File: src/rtl/fetch_unit_pkg.sv
// rtl/fetch_unit_pkg.sv - shared types and defaults for the instruction-fetch stage
package fetch_unit_pkg;

  typedef logic [31:0] word_t;

  typedef enum logic [1:0] {
    REQ_OFF = 2'd0,
    REQ     = 2'd1,
    HOLD    = 2'd2,
    DRAIN   = 2'd3
  } fetch_state_e;

  localparam word_t RESET_PC_DEFAULT = 32'h0000_0000;
  localparam word_t NOP_WORD_DEFAULT = 32'h0000_0000;

  function automatic word_t align_word(input word_t addr);
    return addr & ~32'h0000_0003;
  endfunction

endpackage

File: src/rtl/fetch_unit.sv
// rtl/fetch_unit.sv - PC owner and instruction-memory requester feeding the IF/ID register
module fetch_unit
  import fetch_unit_pkg::*;
#(
  parameter logic [31:0] RESET_PC = RESET_PC_DEFAULT,
  parameter logic [31:0] NOP_WORD = NOP_WORD_DEFAULT
) (
  input  logic        clk,
  input  logic        rst,
  input  logic        stall,
  input  logic        redirect,
  input  logic [31:0] redirect_pc,
  output logic        imem_req,
  output logic [31:0] imem_addr,
  input  logic        imem_ready,
  input  logic [31:0] imem_rdata,
  output logic [31:0] if_pc_plus4,
  output logic [31:0] if_instr,
  output logic        if_valid
);

  fetch_state_e state_q, state_d;
  word_t        pc_q, pc_d;
  logic         req_q, req_d;
  word_t        pc4_q, pc4_d;
  word_t        instr_q, instr_d;
  logic         valid_q, valid_d;
  word_t        buf_pc4_q, buf_pc4_d;
  word_t        buf_instr_q, buf_instr_d;
  word_t        pc_plus4;

  assign pc_plus4 = pc_q + 32'd4;

  always_ff @(posedge clk or posedge rst) begin
    if (rst) begin
      state_q <= REQ_OFF;
    end else begin
      state_q <= state_d;
    end
  end

  // Redirect outranks stall; a redirect with a response still outstanding must drain it.
  always_comb begin
    state_d = state_q;
    unique case (state_q)
      REQ_OFF: state_d = REQ;
      REQ: begin
        if (redirect) begin
          state_d = imem_ready ? REQ : DRAIN;
        end else if (imem_ready && stall) begin
          state_d = HOLD;
        end
      end
      HOLD: begin
        if (redirect || !stall) begin
          state_d = REQ;
        end
      end
      DRAIN: state_d = imem_ready ? REQ : DRAIN;
      default: state_d = REQ_OFF;
    endcase
  end

  always_comb begin
    pc_d        = pc_q;
    pc4_d       = pc4_q;
    instr_d     = instr_q;
    valid_d     = valid_q;
    buf_pc4_d   = buf_pc4_q;
    buf_instr_d = buf_instr_q;
    req_d       = (state_d == REQ);

    if (redirect) begin
      pc_d        = align_word(redirect_pc);
      pc4_d       = '0;
      instr_d     = NOP_WORD;
      valid_d     = 1'b0;
      buf_pc4_d   = '0;
      buf_instr_d = NOP_WORD;
    end else begin
      unique case (state_q)
        REQ: begin
          if (imem_ready && !stall) begin
            pc4_d   = pc_plus4;
            instr_d = imem_rdata;
            valid_d = 1'b1;
            pc_d    = pc_plus4;
          end else if (imem_ready) begin
            buf_pc4_d   = pc_plus4;
            buf_instr_d = imem_rdata;
          end else if (!stall) begin
            pc4_d   = '0;
            instr_d = NOP_WORD;
            valid_d = 1'b0;
          end
        end
        HOLD: begin
          if (!stall) begin
            pc4_d   = buf_pc4_q;
            instr_d = buf_instr_q;
            valid_d = 1'b1;
            pc_d    = pc_plus4;
          end
        end
        DRAIN: begin
          pc4_d   = '0;
          instr_d = NOP_WORD;
          valid_d = 1'b0;
        end
        default: ;
      endcase
    end
  end

  always_ff @(posedge clk or posedge rst) begin
    if (rst) begin
      pc_q        <= RESET_PC;
      req_q       <= 1'b0;
      pc4_q       <= '0;
      instr_q     <= NOP_WORD;
      valid_q     <= 1'b0;
      buf_pc4_q   <= '0;
      buf_instr_q <= NOP_WORD;
    end else begin
      pc_q        <= pc_d;
      req_q       <= req_d;
      pc4_q       <= pc4_d;
      instr_q     <= instr_d;
      valid_q     <= valid_d;
      buf_pc4_q   <= buf_pc4_d;
      buf_instr_q <= buf_instr_d;
    end
  end

  assign imem_req    = req_q;
  assign imem_addr   = pc_q;
  assign if_pc_plus4 = pc4_q;
  assign if_instr    = instr_q;
  assign if_valid    = valid_q;

endmodule

File: config.mk
export PLATFORM = sky130hd
export DESIGN_NAME = fetch_unit
export DESIGN_NICKNAME = d
export VERILOG_FILES = /design/src/rtl/fetch_unit_pkg.sv /design/src/rtl/fetch_unit.sv
export SDC_FILE = /design/constraint.sdc
export NUM_CORES = 1
export LEC_CHECK = 0
export CORE_ASPECT_RATIO = 1.25
export CORE_UTILIZATION = 39
export CTS_CLUSTER_SIZE = 25
export DETAILED_ROUTE_END_ITERATION = 10
export GPL_TIMING_DRIVEN = 1
export PLACE_DENSITY = 0.67
export SETUP_SLACK_MARGIN = 0.15
export SLEW_MARGIN = 10
export SYNTH_ARGS = -nofsm -noshare
export SYNTH_HDL_FRONTEND = slang
export SYNTH_SLANG_ARGS = --single-unit
File: constraint.sdc
create_clock -name clk -period 5.4 [get_ports clk]
set_input_delay 1.08 -clock clk [delete_from_list [all_inputs] [get_ports clk]]
set_output_delay 1.08 -clock clk [all_outputs]
set_load 0.02 [all_outputs]
==> results of run 1 <==
==> layer usage <==
layer | global-route usage [%] | up-vias
li1 | - | 2925
met5 | 0 | -
met4 | 5.782 | 0
met1 | 30.03 | 3028
met3 | 5.531 | 21
met2 | 34.81 | 216
==> power groups by stage <==
stage          registers (W)  clock network, W  logic [W]
2_1_floorplan        0.00138                 0   0.000187
3_3_place_gp         0.00135                 0   0.000420
3_5_place_dp         0.00136                 0   0.000422
4_1_cts              0.00133           0.00119   0.000424
5_1_grt              0.00134           0.00125   0.000457
6_report             0.00133           0.00117   0.000419
==> worst paths after layout <==
| path | startpoint | end | cells after the start | slack (ns) |
|---|---|---|---|---|
| setup / recovery | stall | if_pc_plus4[8] | 7 | 1.94 |
| hold / removal | buf_instr_q[28] | if_instr[28] | 2 | 0.48 |
| setup reg to reg | imem_addr[2] | imem_addr[28] | 6 | 2.83 |
| hold reg to reg | buf_instr_q[28] | if_instr[28] | 2 | 0.48 |
| max in group asynchronous | rst | imem_addr[31] | 3 | 3.47 |
| min in group asynchronous | rst | imem_addr[5] | 3 | 1.21 |
==> cell usage after synthesis, types with 3 or more instances <==
cell,number,area [um^2]
a211oi_1,8,60.06
a21oi_1,58,290.3
a221o_1,6,60.06
a222oi_1,32,320.3
a22oi_1,27,202.7
and2_1,3,18.77
and3_1,6,37.54
and4_1,3,26.28
buf_4,4,30.03
clkbuf_1,54,202.7
dfrtp_1,160,4004
inv_1,37,138.9
nand2_1,109,409.1
nand3_1,21,105.1
nand4_1,16,100.1
nor2_1,23,86.33
nor3_1,7,35.03
nor4_1,6,37.54
o211ai_1,11,82.58
o21ai_0,61,305.3
o311ai_0,11,96.34
or3_1,3,18.77
xnor2_1,12,105.1
xor2_1,24,210.2
==> layout by cell type (no fill, tap or decap), types with 3 or more instances in the layout <==
| cell | netlist | routed |
|---|---|---|
| a211oi_1 | 8 | 8 |
| a21oi_1 | 58 | 58 |
| a221o_1 | 6 | 6 |
| a222oi_1 | 32 | 32 |
| a22oi_1 | 27 | 27 |
| and2_1 | 3 | 3 |
| and3_1 | 6 | 6 |
| and4_1 | 3 | 3 |
| buf_4 | 4 | 14 |
| clkbuf_16 | 0 | 17 |
| clkdlybuf4s50_1 | 0 | 161 |
| clkinv_2 | 0 | 3 |
| clkinvlp_4 | 0 | 4 |
| dfrtp_1 | 160 | 160 |
| inv_1 | 37 | 36 |
| inv_6 | 0 | 4 |
| nand2_1 | 109 | 109 |
| nand3_1 | 21 | 21 |
| nand4_1 | 16 | 16 |
| nor2_1 | 23 | 21 |
| nor3_1 | 7 | 5 |
| nor4_1 | 6 | 6 |
| o211ai_1 | 11 | 11 |
| o21ai_0 | 61 | 61 |
| o311ai_0 | 11 | 11 |
| or3_1 | 3 | 3 |
| xnor2_1 | 12 | 12 |
| xor2_1 | 24 | 24 |
==> state kept, by name, summed over array words and instances (netlist names) <==
register / count
buf_instr_q: 32
if_instr: 32
buf_pc4_q: 31
if_pc_plus4: 31
imem_addr: 30
state_q: 2
if_valid: 1
imem_req: 1
==> worst register-to-register path: stages, from the launching register on <==
cell and delay (ns):
dfrtp_1 0.53, ha_1 0.31, nand2_1 0.16, or3_4 0.42
or3_4 0.43, o311a_1 0.36, a221o_1 0.25
==> cell type report <==
cell class / instances / area [um^2] / area share [%]
clock inverters: 14 / 131.4 / 1.363
inverters: 37 / 142.6 / 1.480
multi-input cells: 475 / 2882 / 29.89
repair buffers: 177 / 1757 / 18.22
flip-flops and latches: 160 / 4004 / 41.53
well taps: 228 / 285.3 / 2.959
clock buffers: 18 / 439.2 / 4.555
==> metrics by stage <==
step	power (W)	setup WS (ns)	utilization [%]	hold slack, ns	cell area (um^2)
2_1_floorplan	0.001568	2.291	-	0.4561	7258
3_3_place_gp	0.001773	1.513	49.92	0.4609	9070
3_5_place_dp	0.001777	1.493	49.92	0.4643	9070
4_1_cts	0.002951	1.941	53.06	0.4802	9641
5_1_grt	0.003049	1.738	53.06	0.5035	9641
6_report	0.002927	1.940	53.06	0.4789	9641
==> kinds of logic after synthesis <==
logic type | Yosys count | synth area share [%]
AOI/OAI and AO/OA | 225 | 20.81
buffers and inverters | 100 | 5.522
xor gates and xnor gates | 36 | 4.349
DFF | 160 | 55.22
adders and majority gates | 2 | 0.3106
other | 1 | 0.05172
muxes | 3 | 0.4314
and+or+nand+nor | 207 | 13.30
==> out/qor.yml, run 1 <==
outcome:
  status: "complete, no violations"
route:
  top_layer: "met4"
  dr.pass1.iters: 8
  drt_wl_total_um: 20510
  first_iter_violations: 577
  met2_length_um: 9773
  drt-met1-wl_um: 9085
  wl_met3_um: 1408
  ant_nets: 0
  wl_per_cell_um: 18.49
  drc: 0
  avgViaCountPerCell: 5.582
  route.vias.total: 6190
power:
  p_per_area_mw_per_mm2: 303.7
  power_frac_comb_pct: 14.3
  p_leak_nw: 4.127
  power.share.clock_pct: 40.1
  p_sw_w: 0.0008293
  internal_power_w: 0.002098
  switching_share_pct: 28.33
  p_seq_share_pct: 45.6
  ir_drop_mv: 0.1924
die:
  start_util_pct: 39.91
  ios: 167
  rows: 55
  die_width_um: 124.0
  coreArea_mm2: 0.01817
  die_h_um: 154.4
  die_area_mm2: 0.01914
timing:
  slew_headroom_pct: 27.56
  rsz0062_at_grt: "false"
  finalSetupTns_ns: 0
  period_needed_ns: 3.460
  max_freq_mhz: 289.1
  maxSlewViolCount: 0
  tightest_slew_ns: 1.087
  fin_crit_sh_pct: 64.07
  skew_ns: 0.009107
  finalSetupViolCount: 0
  hold_violations: 0
grt:
  grt_pass1_wl_um: 32350
  grt_start_max_net_pins: 161
  grt.overflow.total: 0
  grt_pass1_vias: 5930
  track_usage_pct: 22.04
  grt_antenna_before_repair: 0
placement:
  gp_congestion: 0.7736
  numPlacedInstances: 1077
  hpwl_um: 12820
  numPortBuffers: 162
synth:
  synth-edff-count: 0
  netlist_area_mm2: 0.007251
  synth.avg_cell_area_um2: 9.878
  ys_warn_count: 0
  ys_async_sr_fraction_pct: 100.0
  seq_area_frac_synth_pct: 55.22
  synth_ff_type: "dfrtp_1"
  syn_inst: 734
  synth.distinct_cells: 48
  synth_seq_cells: 160
clock_network:
  clk_pin_slew_ns: 0.07
  post_cts_buffers: 0
  clock-sinks: 160
  cts_buffers: 17
  cts_buffer_depth: 2
  hold_buffers: 0
  cts_resized: 0
  clk_latency_ns: 0.42
  cts_tree: "done"
  htreeDepth: 4
  root_buffer: "clkbuf_16"
critical_path:
  crit_type: "input pin to register"
  cp.arrival_ns: 3.79
  crit_family: "buffers and inverters"
  required_ns: 5.73
  worstSetupStartpointType: "input pin"
  slowest_stage: "nor2_4"
  slowest_delay_ns: 0.74
  end_kind: "register"
  crit_fanout: 33
  crit_buf_inv: 3
  path_cells: "clkdlybuf4s50_1, inv_1, maj3_1, nor2_4, buf_4, a22oi_1, o21ai_0"
finish:
  layout-drive-gt1-share_pct: 6.470
  areaGrowthSynthToFinish_pct: 32.96
  fillers: 1672
  stdcell_count: 1109
  diodes: 0
  nNetsFinal: 938
hold_path:
  hold_path.class: "register to register"
flow_run:
  maxCapViolCount: 0
(Power assumes the default switching activity.)
==> inputs of run 2 (changes only) <==
PLACE_DENSITY = default   (was 0.67)
clock period = 3.4 ns   (was 5.4 ns; I/O delays follow)
==> out/qor.yml, run 2 (synthesis gave the netlist of run 1 again) <==
finish:
  final_cell_mix: "161 x clkdlybuf4s50_1, 160 x dfrtp_1, 109 x nand2_1"  # unchanged
  layout_commonest_cell: "clkdlybuf4s50_1"  # unchanged
  finalCoreUtilization_pct: 53.77  # was 53.06%
  nNetsFinal: 947  # was 938
  diodes: 0  # unchanged
  layout-drive-gt1-share_pct: 7.199  # was 6.470%
  areaGrowthSynthToFinish_pct: 34.74  # was 32.96%
hold_path:
  hp-start: "buf_instr_q[19]"  # was buf_instr_q[28]
  hold_path.class: "register to register"  # unchanged
  hold_depth: 2  # unchanged
  hold_end: "if_instr[19]"  # was if_instr[28]
die:
  die_h_um: 154.4  # unchanged
  start_util_pct: 39.91  # unchanged
  die_width_um: 124.0  # unchanged
  ios: 167  # unchanged
  die_area_mm2: 0.01914  # unchanged
  coreArea_mm2: 0.01817  # unchanged
  rows: 55  # unchanged
grt:
  grt_pass1_vias: 6202  # was 5930
  grt.overflow.total: 0  # unchanged
  grt_start_max_net_pins: 63  # was 161
  track_usage_pct: 22.70  # was 22.04%
  grt_pass1_wl_um: 33380  # was 32350 um
  grt_antenna_before_repair: 0  # unchanged
critical_path:
  required_ns: 3.70  # was 5.73 ns
  reg2reg_depth: 6  # unchanged
  worstSetupStartpointType: "register"  # was input pin
  end_kind: "register"  # unchanged
  rrSetupSlack_ns: 0.80  # was 2.83 ns
  r2r_end: "imem_addr[28]"  # unchanged
  crit_type: "register to register"  # was input pin to register
  cp.arrival_ns: 2.90  # was 3.79 ns
  rr_startpoint: "imem_addr[2]"  # unchanged
  crit_fanout: 8  # was 33
clock_network:
  hold_buffers: 0  # unchanged
  post_cts_buffers: 0  # unchanged
  cts_tree: "done"  # unchanged
  htreeDepth: 4  # unchanged
  clk_latency_ns: 0.43  # was 0.42 ns
  clk_pin_slew_ns: 0.06  # was 0.07 ns
  cts_buffer_depth: 2  # unchanged
  clock-sinks: 160  # unchanged
  root_buffer: "clkbuf_16"  # unchanged
  cts_buffers: 17  # unchanged
  cts_resized: 0  # unchanged
timing:
  tightest_slew_ns: 0.8656  # was 1.087 ns
  hold_violations: 0  # unchanged
  skew_ns: 0.009296  # was 0.009107 ns
  slew_headroom_pct: 42.29  # was 27.56%
  fin_crit_sh_pct: 76.46
  max_freq_mhz: 384.7
  rsz0062_at_grt: "false"  # unchanged
  maxSlewViolCount: 0  # unchanged
  whs_ns: 0.4805  # was 0.4789 ns
  finalSetupTns_ns: 0  # unchanged
  period_needed_ns: 2.600
  finalSetupViolCount: 0  # unchanged
placement:
  numPortBuffers: 162  # unchanged
  gp_congestion: 0.8908  # was 0.7736
  hpwl_um: 14010  # was 12820 um
route:
  drt_wl_total_um: 21090  # was 20510 um
  drc: 0  # unchanged
  avgViaCountPerCell: 5.639  # was 5.582
  wl_per_cell_um: 18.88  # was 18.49 um
  route.vias.total: 6299  # was 6190
  dr.pass1.iters: 6  # was 8
  first_iter_violations: 465  # was 577
  ant_nets: 0  # unchanged
power:
  p_per_area_mw_per_mm2: 495.7  # was 303.7 mW/mm^2
  ir_drop_mv: 0.3299  # was 0.1924 mV
  p_leak_nw: 4.200  # was 4.127 nW
outcome:
  status: "complete, no violations"  # unchanged
flow_run:
  maxCapViolCount: 0  # unchanged
[run 2: cell count changes in the layout (fill, tap and decap cells not counted), sizes merged]
cell	delta
bufinv	+3
inv	-4
clkinvlp	-2
clkinv	+1
clkbuf	+1
buf	+9
[run 2: layout make-up]
cell class                      count  area, um^2
Sequential cell                   160        4004
Clock inverter                     12       185.2
Tap cell                          228       285.3
Timing Repair Buffer              186        1834
Multi-Input combinational cell    475        2875
Clock buffer                       19       442.9
Inverter                           37       142.6
Fill cell                        1634        8398
[run 2: through the flow]
stage / instance area [um^2] / total power (W) / worst slack, ns / cells
2_1_floorplan: 7258 / 0.002491 / 0.6912 / 735
3_3_place_gp: 9141 / 0.002818 / 0.6078 / 1086
3_5_place_dp: 9141 / 0.002832 / 0.5891 / 1086
4_1_cts: 9769 / 0.004883 / 0.8098 / 1117
5_1_grt: 9769 / 0.005034 / 0.6901 / 1117
6_report: 9769 / 0.004843 / 0.8005 / 1117
[run 2: routing by layer]
layer | vias to the layer above | global-route usage, % | share of wire [%]
li1 | 2938 | - | -
met1 | 3082 | 30.07 | 42
met2 | 251 | 35.95 | 49
met3 | 28 | 5.678 | 7.6
met4 | 0 | 7.766 | 1.7
met5 | - | 0 | 0
[run 2: power by group]
| part | internal [W] | leakage, nW | switching, W |
|---|---|---|---|
| clock | 0.00125 | 0.304 | 0.000795 |
| combinational | 0.000293 | 1.75 | 0.000383 |
| sequential | 0.00201 | 2.14 | 0.000113 |
[run 2: worst max-delay path: stages, from the launching register on]
cell     delay (ns)
dfrtp_1        0.51
ha_1           0.30
nand2_1        0.17
or3_4          0.44
or3_4          0.43
o311a_1        0.36
a221o_1        0.27
[run 2: worst max-delay path by stage]
stage                          end         start
floorplan           buf_instr_q[0]           rst
global placement     imem_addr[11]    imem_ready
detailed placement   imem_addr[11]    imem_ready
CTS                  imem_addr[28]  imem_addr[2]
global route         imem_addr[28]  imem_addr[2]
finish               imem_addr[28]  imem_addr[2]
==> inputs of run 3 (changes only) <==
PLACE_DENSITY = 0.67   (was default)
clock period = 2.12 ns   (was 3.4 ns; I/O delays follow)
==> out/qor.yml, run 3 (synthesis gave the netlist of run 1 again) <==
route:
  first_iter_violations: 637  # was 465
  met2_length_um: 10250  # was 10230 um
  drt_wl_total_um: 20610  # was 21090 um
  wl_met3_um: 1260  # was 1600 um
  route.vias.total: 6394  # was 6299
  avgViaCountPerCell: 5.493  # was 5.639
  dr.pass1.iters: 6  # unchanged
  ant_nets: 0  # unchanged
  drt-met1-wl_um: 8867  # was 8902 um
  wl_per_cell_um: 17.71  # was 18.88 um
  top_layer: "met4"  # unchanged
  drc: 0  # unchanged
finish:
  fillers: 1625  # was 1634
  areaGrowthSynthToFinish_pct: 42.07  # was 34.74%
  layout-drive-gt1-share_pct: 12.82  # was 7.199%
  design_area_mm2: 0.01030  # was 0.009769 mm^2
  nNetsFinal: 994  # was 947
  layout_commonest_cell: "dfrtp_1"  # was clkdlybuf4s50_1
  diodes: 0  # unchanged
  final_cell_mix: "160 x dfrtp_1, 136 x clkdlybuf4s50_1, 108 x nand2_1"  # was 161 x clkdlybuf4s50_1, 160 x dfrtp_1, 109 x nand2_1
critical_path:
  rr_startpoint: "imem_addr[2]"  # unchanged
  crit_path_start: "imem_addr[2]"  # unchanged
  end_kind: "register"  # unchanged
  crit_fanout: 2  # was 8
  crit_type: "register to register"  # unchanged
  required_ns: 2.43  # was 3.70 ns
  worstSetupStartpointType: "register"  # unchanged
  cp.arrival_ns: 2.32  # was 2.90 ns
placement:
  dpl_cell_area_mm2: 0.009592  # was 0.009141 mm^2
  gp_congestion: 0.8394  # was 0.8908
  numPortBuffers: 162  # unchanged
  hpwl_um: 13730  # was 14010 um
clock_network:
  cts_buffer_depth: 2  # unchanged
  clk_latency_ns: 0.42  # was 0.43 ns
  clock-sinks: 160  # unchanged
  cts_tree: "done"  # unchanged
  cts_buffers: 17  # unchanged
  htreeDepth: 4  # unchanged
  clk_pin_slew_ns: 0.06  # about the same
  root_buffer: "clkbuf_16"  # unchanged
grt:
  grt_pass1_wl_um: 32570  # was 33380 um
  grt.overflow.total: 0  # unchanged
  grt_pass1_vias: 6100  # was 6202
  grt_antenna_before_repair: 0  # unchanged
  track_usage_pct: 22.06  # was 22.70%
  grt_start_max_net_pins: 75  # was 63
timing:
  finalSetupViolCount: 0  # unchanged
  maxSlewViolCount: 0  # unchanged
  rsz0062_at_grt: "true"  # was false
  max_freq_mhz: 496.4  # was 384.7 MHz
  fin_crit_sh_pct: 95.02  # was 76.46%
  period_needed_ns: 2.014  # was 2.600 ns
  tightest_slew_ns: 0.5967  # was 0.8656 ns
  hold_violations: 0  # unchanged
  skew_ns: 0.01176  # was 0.009296 ns
  slew_headroom_pct: 59.66  # was 42.29%
power:
  total_power_w: 0.007808  # was 0.004843 W
  ir_drop_mv: 0.5365  # was 0.3299 mV
  p_per_area_mw_per_mm2: 758.0  # was 495.7 mW/mm^2
  p_leak_nw: 4.639  # was 4.200 nW
die:
  rows: 55  # unchanged
  ios: 167  # unchanged
  coreArea_mm2: 0.01817  # unchanged
  die_width_um: 124.0  # unchanged
  die_h_um: 154.4  # unchanged
  die_area_mm2: 0.01914  # unchanged
  start_util_pct: 39.91  # unchanged
outcome:
  status: "complete, no violations"  # unchanged
hold_path:
  hold_path.class: "input pin to async pin"  # was register to register
flow_run:
  maxCapViolCount: 0  # unchanged
[run 3: worst max-delay path: stages (launching register included)]
cell and delay [ns]:
dfrtp_1 0.36, ha_2 0.19, nand2_2 0.06, or3_4 0.38
or3_4 0.34, o311a_1 0.33, a221o_1 0.25
[run 3: report_power, final]
group / internal [W] / switching, W / total (W)
Clock: 0.00197 / 0.00124 / 0.00321
Combinational: 0.000557 / 0.000704 / 0.00126
Sequential: 0.00322 / 0.000112 / 0.00333
Total: 0.00575 / 0.00206 / 0.00781
[run 3: metrics by stage]
step	setup WS (ns)	util, %	hold WS (ns)	std cells	TNS (ns)
after floorplan	-0.3328	-	0.4561	735	-53.59
after global placement	0.02949	52.80	0.4613	1129	0
after detailed placement	0.008208	52.80	0.4665	1129	0
after CTS	0.06388	56.20	0.2411	1161	0
after global routing	0.04599	56.70	0.2438	1164	0
final	0.1057	56.70	0.2599	1164	0
[run 3: cell type report]
cell class                      count  area [um^2]  area share (%)
Inverter                           37        142.6           1.385
Timing Repair Buffer              233         2316           22.48
Multi-Input combinational cell    475         2935           28.50
Tap cell                          228        285.3           2.769
Sequential cell                   160         4004           38.87
Clock inverter                     13        188.9           1.834
Clock buffer                       18        429.2           4.166
[run 3: routing by layer]
metal / up-vias / track usage (%)
met5: - / 0
met4: 0 / 5.839
met3: 20 / 4.757
met2: 236 / 35.50
met1: 3104 / 29.90
li1: 3034 / -
[run 3: path summary, 6_finish.rpt]
| check | end | slack, ns | cells after the start |
|---|---|---|---|
| max in group asynchronous | if_pc_plus4[30] | 1.24 | 3 |
| setup reg to reg | imem_addr[28] | 0.11 | 6 |
| hold / removal | buf_instr_q[2] | 0.26 | 2 |
| min in group clk | imem_addr[31] | 0.40 | 3 |
| hold reg to reg | if_instr[1] | 0.48 | 2 |
| setup / recovery | imem_addr[28] | 0.11 | 6 |
[run 3: timing repair]
action	in CTS	in global routing
pin swaps	4	8
hold buffers	0	0
resized for setup	16	23
setup endpoints to repair	16	34
buffers inserted	1	3
cloned	0	0
